==> src/rtl/lavadora_pkg.sv <==
// Shared washer-controller types: phase state codes, spin-time choices and default phase lengths.
// Imported by the spin executor and by the counters reused in the wash-time block.
package lavadora_pkg;

    typedef enum logic [2:0] {
        IDLE    = 3'd0,
        VACIADO = 3'd1,
        RAMPA   = 3'd2,
        CENTRI  = 3'd3,
        FRENADO = 3'd4,
        FIN     = 3'd5
    } estado_t;

    localparam int T_CENTRI_1 = 150;
    localparam int T_CENTRI_2 = 200;
    localparam int T_CENTRI_3 = 275;
    localparam int T_CENTRI_4 = 375;

    localparam int T_VACIADO_DEF = 10;
    localparam int T_RAMPA_DEF   = 5;
    localparam int T_FRENADO_DEF = 3;

    function automatic logic es_temporizado(input estado_t e);
        return (e == VACIADO) || (e == RAMPA) || (e == CENTRI) || (e == FRENADO);
    endfunction

endpackage

==> src/rtl/ejecutor_centrifugado_if.sv <==
// Control, selection and status signals between the washer sequencer and the spin executor.
// The executor sits on the slave side; the sequencer (or a bench) drives the master side.
interface ejecutor_centrifugado_if #(
    parameter int CW = 9
);
    logic          iTick_1Hz;
    logic          iCentri_1;
    logic          iCentri_2;
    logic          iCentri_3;
    logic          iCentri_4;
    logic          iStart;
    logic          iPausa;
    logic          iCentrifugarL;
    logic          iLed_Motor;
    logic          iLed_Vaceando;
    logic [CW-1:0] iSegundos_Restantes;
    logic          iFin;
    logic          iError;
    logic [2:0]    estado;

    modport slave (
        input  iTick_1Hz, iCentri_1, iCentri_2, iCentri_3, iCentri_4,
               iStart, iPausa, iCentrifugarL,
        output iLed_Motor, iLed_Vaceando, iSegundos_Restantes, iFin, iError, estado
    );

    modport master (
        output iTick_1Hz, iCentri_1, iCentri_2, iCentri_3, iCentri_4,
               iStart, iPausa, iCentrifugarL,
        input  iLed_Motor, iLed_Vaceando, iSegundos_Restantes, iFin, iError, estado
    );

endinterface

==> src/rtl/contador_segundos.sv <==
// Loadable seconds down-counter; load wins over tick, hold freezes it, never wraps below zero.
// last flags the tick that consumes the final second so the owner can leave its phase on that edge.
module contador_segundos #(
    parameter int CW = 9
) (
    input  logic          clk,
    input  logic          rst,
    input  logic          load,
    input  logic [CW-1:0] val,
    input  logic          tick,
    input  logic          hold,
    output logic [CW-1:0] cnt,
    output logic          last
);

    logic avanza;

    assign avanza = tick && !hold;
    assign last   = avanza && (cnt == CW'(1));

    always_ff @(posedge clk or posedge rst) begin
        if (rst) begin
            cnt <= '0;
        end else if (load) begin
            cnt <= val;
        end else if (avanza && (cnt != '0)) begin
            cnt <= cnt - CW'(1);
        end
    end

endmodule

==> src/rtl/ejecutor_centrifugado.sv <==
// Spin phase executor: drain -> spin-up -> timed spin -> brake -> one-cycle FIN, paced by a 1 Hz tick.
// Outputs follow the registered state; pause freezes timing and stops the motor, spin-enable low aborts.
module ejecutor_centrifugado
    import lavadora_pkg::*;
#(
    parameter int T_VACIADO = T_VACIADO_DEF,
    parameter int T_RAMPA   = T_RAMPA_DEF,
    parameter int T_FRENADO = T_FRENADO_DEF,
    parameter int CW        = 9
) (
    input  logic                   clk_in,
    input  logic                   iReset,
    ejecutor_centrifugado_if.slave bus
);

    estado_t       state_q, state_d;
    logic [CW-1:0] n_q, n_d;
    logic [CW-1:0] cnt;
    logic          last;
    logic          load;
    logic [CW-1:0] load_val;

    logic [3:0]    sel;
    logic          sel_ok;
    logic [CW-1:0] sel_n;

    logic          motor_q, vac_q, fin_q, error_q;
    logic          motor_d, vac_d, fin_d, error_d;

    contador_segundos #(.CW(CW)) u_contador (
        .clk  (clk_in),
        .rst  (iReset),
        .load (load),
        .val  (load_val),
        .tick (bus.iTick_1Hz),
        .hold (bus.iPausa),
        .cnt  (cnt),
        .last (last)
    );

    assign sel = {bus.iCentri_4, bus.iCentri_3, bus.iCentri_2, bus.iCentri_1};

    always_comb begin
        sel_ok = 1'b1;
        sel_n  = '0;
        unique case (sel)
            4'b0001: sel_n = CW'(T_CENTRI_1);
            4'b0010: sel_n = CW'(T_CENTRI_2);
            4'b0100: sel_n = CW'(T_CENTRI_3);
            4'b1000: sel_n = CW'(T_CENTRI_4);
            default: sel_ok = 1'b0;
        endcase
    end

    always_ff @(posedge clk_in or posedge iReset) begin
        if (iReset) begin
            state_q <= IDLE;
            n_q     <= '0;
            motor_q <= 1'b0;
            vac_q   <= 1'b0;
            fin_q   <= 1'b0;
            error_q <= 1'b0;
        end else begin
            state_q <= state_d;
            n_q     <= n_d;
            motor_q <= motor_d;
            vac_q   <= vac_d;
            fin_q   <= fin_d;
            error_q <= error_d;
        end
    end

    // Abort is tested before last in every timed phase so it beats a coinciding final tick.
    always_comb begin
        state_d  = state_q;
        n_d      = n_q;
        load     = 1'b0;
        load_val = '0;
        error_d  = 1'b0;
        unique case (state_q)
            IDLE: begin
                if (bus.iStart && bus.iCentrifugarL) begin
                    if (sel_ok) begin
                        state_d  = VACIADO;
                        n_d      = sel_n;
                        load     = 1'b1;
                        load_val = CW'(T_VACIADO);
                    end else begin
                        error_d = 1'b1;
                    end
                end
            end
            VACIADO: begin
                if (!bus.iCentrifugarL) begin
                    state_d = IDLE;
                end else if (last) begin
                    state_d  = RAMPA;
                    load     = 1'b1;
                    load_val = CW'(T_RAMPA);
                end
            end
            RAMPA: begin
                if (!bus.iCentrifugarL) begin
                    state_d = IDLE;
                end else if (last) begin
                    state_d  = CENTRI;
                    load     = 1'b1;
                    load_val = n_q;
                end
            end
            CENTRI: begin
                if (!bus.iCentrifugarL) begin
                    state_d = IDLE;
                end else if (last) begin
                    state_d  = FRENADO;
                    load     = 1'b1;
                    load_val = CW'(T_FRENADO);
                end
            end
            FRENADO: begin
                if (!bus.iCentrifugarL) begin
                    state_d = IDLE;
                end else if (last) begin
                    state_d = FIN;
                end
            end
            FIN: begin
                state_d = IDLE;
            end
            default: begin
                state_d = IDLE;
            end
        endcase
        // Leaving a phase for IDLE clears the leftover seconds.
        if ((state_d == IDLE) && (state_q != IDLE)) begin
            load     = 1'b1;
            load_val = '0;
        end
    end

    always_comb begin
        motor_d = ((state_d == RAMPA) || (state_d == CENTRI)) && !bus.iPausa;
        vac_d   = es_temporizado(state_d);
        fin_d   = (state_d == FIN);
    end

    assign bus.iLed_Motor    = motor_q;
    assign bus.iLed_Vaceando = vac_q;
    assign bus.iFin          = fin_q;
    assign bus.iError        = error_q;
    assign bus.estado        = state_q;

    always_comb begin
        bus.iSegundos_Restantes = '0;
        unique case (state_q)
            VACIADO, RAMPA: bus.iSegundos_Restantes = n_q;
            CENTRI:         bus.iSegundos_Restantes = cnt;
            default:        bus.iSegundos_Restantes = '0;
        endcase
    end

endmodule

==> src/flat_wrapper.sv <==
// flat-port wrapper written by rule: the top's interface ports become plain ports
module ejecutor_centrifugado_flat import lavadora_pkg::*;
#(
    parameter int T_VACIADO = T_VACIADO_DEF,
    parameter int T_RAMPA   = T_RAMPA_DEF,
    parameter int T_FRENADO = T_FRENADO_DEF,
    parameter int CW        = 9
)
  (clk_in, iReset, bus_iTick_1Hz, bus_iCentri_1, bus_iCentri_2, bus_iCentri_3, bus_iCentri_4, bus_iStart, bus_iPausa, bus_iCentrifugarL, bus_iLed_Motor, bus_iLed_Vaceando, bus_iSegundos_Restantes, bus_iFin, bus_iError, bus_estado);
  ejecutor_centrifugado_if #(.CW(CW)) bus_i ();
  input  logic clk_in;
  input  logic iReset;
  input wire logic [$bits(bus_i.iTick_1Hz)-1:0] bus_iTick_1Hz;
  input wire logic [$bits(bus_i.iCentri_1)-1:0] bus_iCentri_1;
  input wire logic [$bits(bus_i.iCentri_2)-1:0] bus_iCentri_2;
  input wire logic [$bits(bus_i.iCentri_3)-1:0] bus_iCentri_3;
  input wire logic [$bits(bus_i.iCentri_4)-1:0] bus_iCentri_4;
  input wire logic [$bits(bus_i.iStart)-1:0] bus_iStart;
  input wire logic [$bits(bus_i.iPausa)-1:0] bus_iPausa;
  input wire logic [$bits(bus_i.iCentrifugarL)-1:0] bus_iCentrifugarL;
  output wire logic [$bits(bus_i.iLed_Motor)-1:0] bus_iLed_Motor;
  output wire logic [$bits(bus_i.iLed_Vaceando)-1:0] bus_iLed_Vaceando;
  output wire logic [$bits(bus_i.iSegundos_Restantes)-1:0] bus_iSegundos_Restantes;
  output wire logic [$bits(bus_i.iFin)-1:0] bus_iFin;
  output wire logic [$bits(bus_i.iError)-1:0] bus_iError;
  output wire logic [$bits(bus_i.estado)-1:0] bus_estado;
  assign bus_i.iTick_1Hz = bus_iTick_1Hz;
  assign bus_i.iCentri_1 = bus_iCentri_1;
  assign bus_i.iCentri_2 = bus_iCentri_2;
  assign bus_i.iCentri_3 = bus_iCentri_3;
  assign bus_i.iCentri_4 = bus_iCentri_4;
  assign bus_i.iStart = bus_iStart;
  assign bus_i.iPausa = bus_iPausa;
  assign bus_i.iCentrifugarL = bus_iCentrifugarL;
  assign bus_iLed_Motor = bus_i.iLed_Motor;
  assign bus_iLed_Vaceando = bus_i.iLed_Vaceando;
  assign bus_iSegundos_Restantes = bus_i.iSegundos_Restantes;
  assign bus_iFin = bus_i.iFin;
  assign bus_iError = bus_i.iError;
  assign bus_estado = bus_i.estado;
  ejecutor_centrifugado #(.T_VACIADO(T_VACIADO), .T_RAMPA(T_RAMPA), .T_FRENADO(T_FRENADO), .CW(CW)) u_core (.clk_in(clk_in), .iReset(iReset), .bus(bus_i));
endmodule
==> config.mk <==
export PLATFORM = sky130hd
export DESIGN_NAME = ejecutor_centrifugado_flat
export DESIGN_NICKNAME = d
export VERILOG_FILES = /design/src/rtl/lavadora_pkg.sv /design/src/rtl/ejecutor_centrifugado_if.sv /design/src/rtl/contador_segundos.sv /design/src/rtl/ejecutor_centrifugado.sv /design/src/flat_wrapper.sv
export SDC_FILE = /design/constraint.sdc
export NUM_CORES = 1
export LEC_CHECK = 0
export ABC_AREA = 1
export ABC_CLOCK_PERIOD_IN_PS = 2450
export BUFFER_PORTS_ARGS = -buffer_cell sky130_fd_sc_hd__buf_4
export CORE_MARGIN = 2
export CORE_UTILIZATION = 56
export DETAILED_ROUTE_END_ITERATION = 10
export PLACE_DENSITY_LB_ADDON = 0.12
export SYNTH_ARGS = -nofsm -noshare
export SYNTH_HDL_FRONTEND = slang
export SYNTH_SLANG_ARGS = --single-unit
==> constraint.sdc <==
create_clock -name clk_in -period 2.45 [get_ports clk_in]
set_input_delay 0.49 -clock clk_in [delete_from_list [all_inputs] [get_ports clk_in]]
set_output_delay 0.49 -clock clk_in [all_outputs]
set_load 0.01 [all_outputs]
* After elaboration in Yosys (flattened, before gate mapping)
Index checks and enable logic that the tools add are counted.
Storage, ports and cells: word-level logic and storage cells 77, latch bits 0, flip-flop bits (word level) 25, output and inout port bits 16, input port bits 10, ROM bits 0, memories kept 0, RAM bits 0
Cells by class: reductions and logical operators 20, bitwise gates (word level) 0, divide/modulo/power cells 0, equality and inequality tests 14, muxes and demuxes 35, $lt $le $gt $ge 0, $add $sub $neg 1, multipliers 0, shift-type cells 0
Operator list (count):
- $mux W9 | 8
- $pmux W9 S4 | 2
- $mux W3 | 11
- $pmux W9 S2 | 1
- $pmux W3 S5 | 1
- $eq A3 B2 Y1 const B | 4
- $eq A3 B3 Y1 const B | 3
- $eq A9 B1 Y1 const B | 1
- $mux W1 | 9
- $reduce_bool A9 Y1 | 1
- $sub A9 B1 Y9 const B | 1
- $eq A3 B1 Y1 const B | 2
- $logic_and A1 B1 Y1 | 6
- $logic_not A3 Y1 | 2
- $eq A4 B1 Y1 const B | 1
- $eq A4 B2 Y1 const B | 1
- $eq A4 B3 Y1 const B | 1
- $eq A4 B4 Y1 const B | 1
- $logic_or A1 B1 Y1 | 4
- $mux W4 | 1
- $reduce_or A4 Y1 | 1
- $reduce_and A3 Y1 | 1
- $reduce_bool A3 Y1 | 1
- $reduce_or A3 Y1 | 1
- other kinds (5) | 5

* Logic depth before layout (Yosys ltp)
word-level depth 10, gate-level depth with buffers 14

* Hierarchy
Synthesis repeated with hierarchy kept, for this count alone.
Unflattened totals: cell total of the unflattened synthesis 228, area, all modules 1750.4 µm²
Modules (own cells, without submodules):
- ejecutor_centrifugado | area an instance 950.9 µm², sequential area each 350.3 µm², cells each 128, times used 1
- contador_segundos | area an instance 799.5 µm², sequential area each 225.2 µm², cells each 100, times used 1

* Least setup slack after synthesis
Ideal clock, no wire load.
path type flip-flop to flip-flop, start point register u_core.u_contador.cnt[1], end point register u_core.u_contador.cnt[6], slack 0.639 ns, arrival 1.698 ns, required time 2.337 ns, period minus slack after synthesis 1.811 ns, cell stages (with the launch flop) 15, path through dfrtp_1 -> inv_1 -> ha_1 -> nand3_1 -> nor2_2 -> nand2_2 -> nand2_1 -> nand2_2 -> a21oi_4 -> nand4_4 -> buf_6 -> nand3_2 -> nand2_1 -> nand2_1 -> inv_1
On the way: cells in the longest elaborated chain, start to end 9
Ends and longest elaborated chain:
- start: declaration | line contador_segundos.sv:12 | output logic [CW-1:0] cnt,
- start signal: assignment | line contador_segundos.sv:25 | cnt <= val;
- start signal: assignment | line contador_segundos.sv:27 | cnt <= cnt - CW'(1);
- $eq A9 B1 Y1 | line contador_segundos.sv:19 | assign last = avanza && (cnt == CW'(1));
- $logic_and A1 B1 Y1 | line contador_segundos.sv:19
- $mux W3, on equally long branches (2 in a row)
- $pmux W3 S5 | line ejecutor_centrifugado.sv:80 | unique case (state_q)
- $logic_not A3 Y1 | line ejecutor_centrifugado.sv:135 | if ((state_d == IDLE) && (state_q != IDLE)) begin
- $logic_and A1 B1 Y1 | line ejecutor_centrifugado.sv:135
- $mux W9 or $mux W1 (tied branches) | line ejecutor_centrifugado.sv:135
- $mux W9 or $reduce_bool A2 Y1 (tied branches)
Several ways; a longest one is shown, not always the timed one. The select of a mux whose other input is x is not followed. A chain may end at the register's enable or synchronous reset.

* Final worst setup path
start point register u_core.state_q[2] (netlist: u_core.bus.estado[2]), end point output port bus_iSegundos_Restantes[2]
On the way: cells in the longest elaborated chain, start to end 3
Ends and longest elaborated chain:
- start: declaration | line ejecutor_centrifugado.sv:16 | estado_t state_q, state_d;
- start signal: assignment | line ejecutor_centrifugado.sv:64 | state_q <= state_d;
- $eq A3 B1 Y1 or $eq A3 B2 Y1 (tied branches) | line ejecutor_centrifugado.sv:155 | unique case (state_q)
- $reduce_or A2 Y1 | line ejecutor_centrifugado.sv:155
- $pmux W9 S2 * | line ejecutor_centrifugado.sv:155
- end: declaration | line flat_wrapper.sv:23 | output wire logic [$bits(bus_i.iSegundos_Restantes)-1:0] bus_iSegundos_Restantes;
Every way passes the cells marked *; elsewhere a longest branch is shown, timed or not.

==> flow_summary.toml <==
[grt]
grt_usage_pct = 24.4
antenna_found_initial = 0
grt_pass1_wl_mm = 6.14
grt_remaining_overflow = 0
grt_pass1_vias = 1390
grt_max_degree = 24

[drt]
drt_iter0_markers = 95
wl_per_cell_um = 13.3
drtAntennaViolNets = 0
drt-total-wl_mm = 3.76
drc_errors = 0
viasPerCell = 5.49
route.vias.total = 1555
dr.pass1.iters = 4

[setup_path]
critPathCaptureType = "primary output"
path_class = "register to primary output"
worstPathRequired_ps = 1960
start_kind = "register"
cp_top_family = "flip-flops"
reg2regPathDepth = 13
crit_arrival_ps = 1690
path_common_cell = "inv_2"
crit_buf_inv = 3
worst-r2r-setup-slack_ps = 310
path_max_fanout = 8
cp_slowest_cell = "dfrtp_1"
slowest_delay_ps = 470
reg2reg_to = "u_core.u_contador.cnt[3]$_DFFE_PP0P_"
path_cells = "inv_2 -> nand3_2 -> nand2_2 -> inv_2 -> o22ai_1 -> buf_4"
r2r_start = "u_core.u_contador.cnt[1]$_DFFE_PP0P_"

[clocking]
post_cts_resized = 0
clk_latency_ps = 330
cts_buffers = 3
ctsHtreeMaxLevel = 1
cts_root_buf = "clkbuf_4"
cts_setup_buffers = 0
cts_tree = "yes"
clkSlewWorstSetupHoldPaths_ps = 140
ctsHoldBuffers = 0
cts_buffer_depth = 2
cts_sinks = 23

[sta]
setup-violations-final = 0
fin_hold_ws_ps = 287
rsz0062_at_grt = "no"
slew_viol_final = 0
hold_violations = 0
post-route-period-util_pct = 88.9
slew_headroom_pct = 41.8
tightest_slew_ps = 871
clock_skew_ps = 5.19
max_freq_ghz = 0.459
finalSetupTns_ps = 0
fin_crit_ps = 2180

[power_and_ir_drop]
vdd_drop_max_mv = 0.800
power_leakage_nw = 1.01
total_power_mw = 1.33
power_density_nw_per_um2 = 714

[finish]
final_cell_area_um2 = 1870
num_antenna_cells = 0
synthToLayoutAreaGrowth_pct = 15.1
final-seq-area_um2 = 576
fill_cells = 247
finalCoreUtilization_pct = 67.6
fin_nets = 266
multi_input_area_um2 = 876
layout-drive-gt1-share_pct = 25.0

[placed_design]
place_area_um2 = 1840
gp_congestion = 0.891
hpwlAfterDp_mm = 2.87
portBuffers = 25

[hold_path]
min_path_type = "input pin to register"
hold_path_end = "u_core.bus.iLed_Motor$_DFF_PP0_"
holdPathStages = 2
min_from = "bus_iPausa"

[logic_synthesis]
ys_warn_count = 0
yosysTopAreaCellShare_pct = 35.5
synth_area_um2 = 1620
synth_area_leaders = "dfrtp_1 (36%), nand2_1 (12%), inv_1 (6.5%)"
syn-num-nets = 237
syn_avg_cell_area_um2 = 7.23
synthDistinctLibCells = 30
synth-seq-cells = 23
syn_inst = 224
yosysTopAreaCell = "dfrtp_1"
seq_area_frac_synth_pct = 35.5

[floorplanning]
die_w_um = 57.8
initial_core_util_pct = 58.8
dieArea_um2 = 3340
fp-row-count = 19
io_pins = 26
die_height_um = 57.8
coreArea_um2 = 2760

[run]
maxCapViolCount = 0

[run_status]
status = "complete, no violations"
per-stage QoR:
step           cells  setup WS [ps]
3_3_place_gp     279            392
2_1_floorplan    224            639
6_report         283            273
3_5_place_dp     279            347
4_1_cts          283            284
5_1_grt          283            140
sequential cells by signal (all words and copies together), names as in the netlist:
signal	count
u_core.bus.estado	3
u_core.bus.iError	1
u_core.bus.iFin	1
u_core.bus.iLed_Motor	1
u_core.bus.iLed_Vaceando	1
u_core.n_q	7
u_core.u_contador.cnt	9
worst max-delay path by stage:
stage	startpoint	endpoint	slack (ps)	cells after the start
final	u_core.bus.estado[2]$_DFF_PP0_	bus_iSegundos_Restantes[2]	270	6
after global routing	u_core.bus.estado[2]$_DFF_PP0_	bus_iSegundos_Restantes[0]	140	6
after CTS	u_core.bus.estado[2]$_DFF_PP0_	bus_iSegundos_Restantes[0]	280	6
after detailed placement	u_core.u_contador.cnt[1]$_DFFE_PP0P_	u_core.u_contador.cnt[3]$_DFFE_PP0P_	350	13
after global placement	u_core.u_contador.cnt[1]$_DFFE_PP0P_	u_core.u_contador.cnt[3]$_DFFE_PP0P_	390	13
after floorplan	u_core.u_contador.cnt[1]$_DFFE_PP0P_	u_core.u_contador.cnt[6]$_DFFE_PP0P_	640	14
Yosys cell counts, drive strengths merged:
cell type  count
o21ai         15
ha             3
and3           1
a21oi          6
xor2           5
nor3           2
nand4          8
o31ai          1
xnor2          1
buf            1
dfrtp         23
and3b          1
o221ai         1
o22ai          7
clkinv         1
nor2          23
nand2         58
inv           41
nand3         26
cell usage in the layout (no fill, tap or decap), types with 7 or more instances in the layout:
cell type	instances
inv_1	28
o22ai_1	7
nand2_1	51
nor2_1	17
o21ai_0	12
nand4_1	7
inv_2	13
dfrtp_1	23
nand3_1	21
buf_4	25
metal layers:
metal	global-route usage (%)	wire (µm)	vias to the layer above	part of all wire (%)
li1	-	-	780	-
met5	0	0	-	0
met3	2.90	263	11	7.0
met2	36.5	1580	59	42
met4	12.3	98	0	2.6
met1	35.0	1810	705	48
report_power, final:
part / total (mW) / internal (mW) / switching (mW)
logic: 0.575 / 0.216 / 0.359
clock network: 0.194 / 0.0627 / 0.131
registers: 0.564 / 0.470 / 0.0939
total: 1.33 / 0.748 / 0.585
kinds of logic (layout without fill, tap and decap cells):
group / count (synthesis) / count (layout) / synth area share [%]
adders and majority gates: 3 / 3 / 2.32
xor gates and xnor gates: 6 / 6 / 3.24
AOI/OAI and AO/OA: 30 / 30 / 10.9
and+or+nand+nor: 119 / 119 / 37.6
DFF: 23 / 23 / 35.5
buffers and inverters: 43 / 71 / 10.4
layout make-up:
cell class	instances	area share, %
Timing Repair Buffer	25	10.1
Inverter	42	8.45
Multi-Input combinational cell	158	46.9
Clock inverter	1	0.402
Tap cell	31	2.08
Sequential cell	23	30.9
Clock buffer	3	1.21
Power figures use the tool's default switching activity.
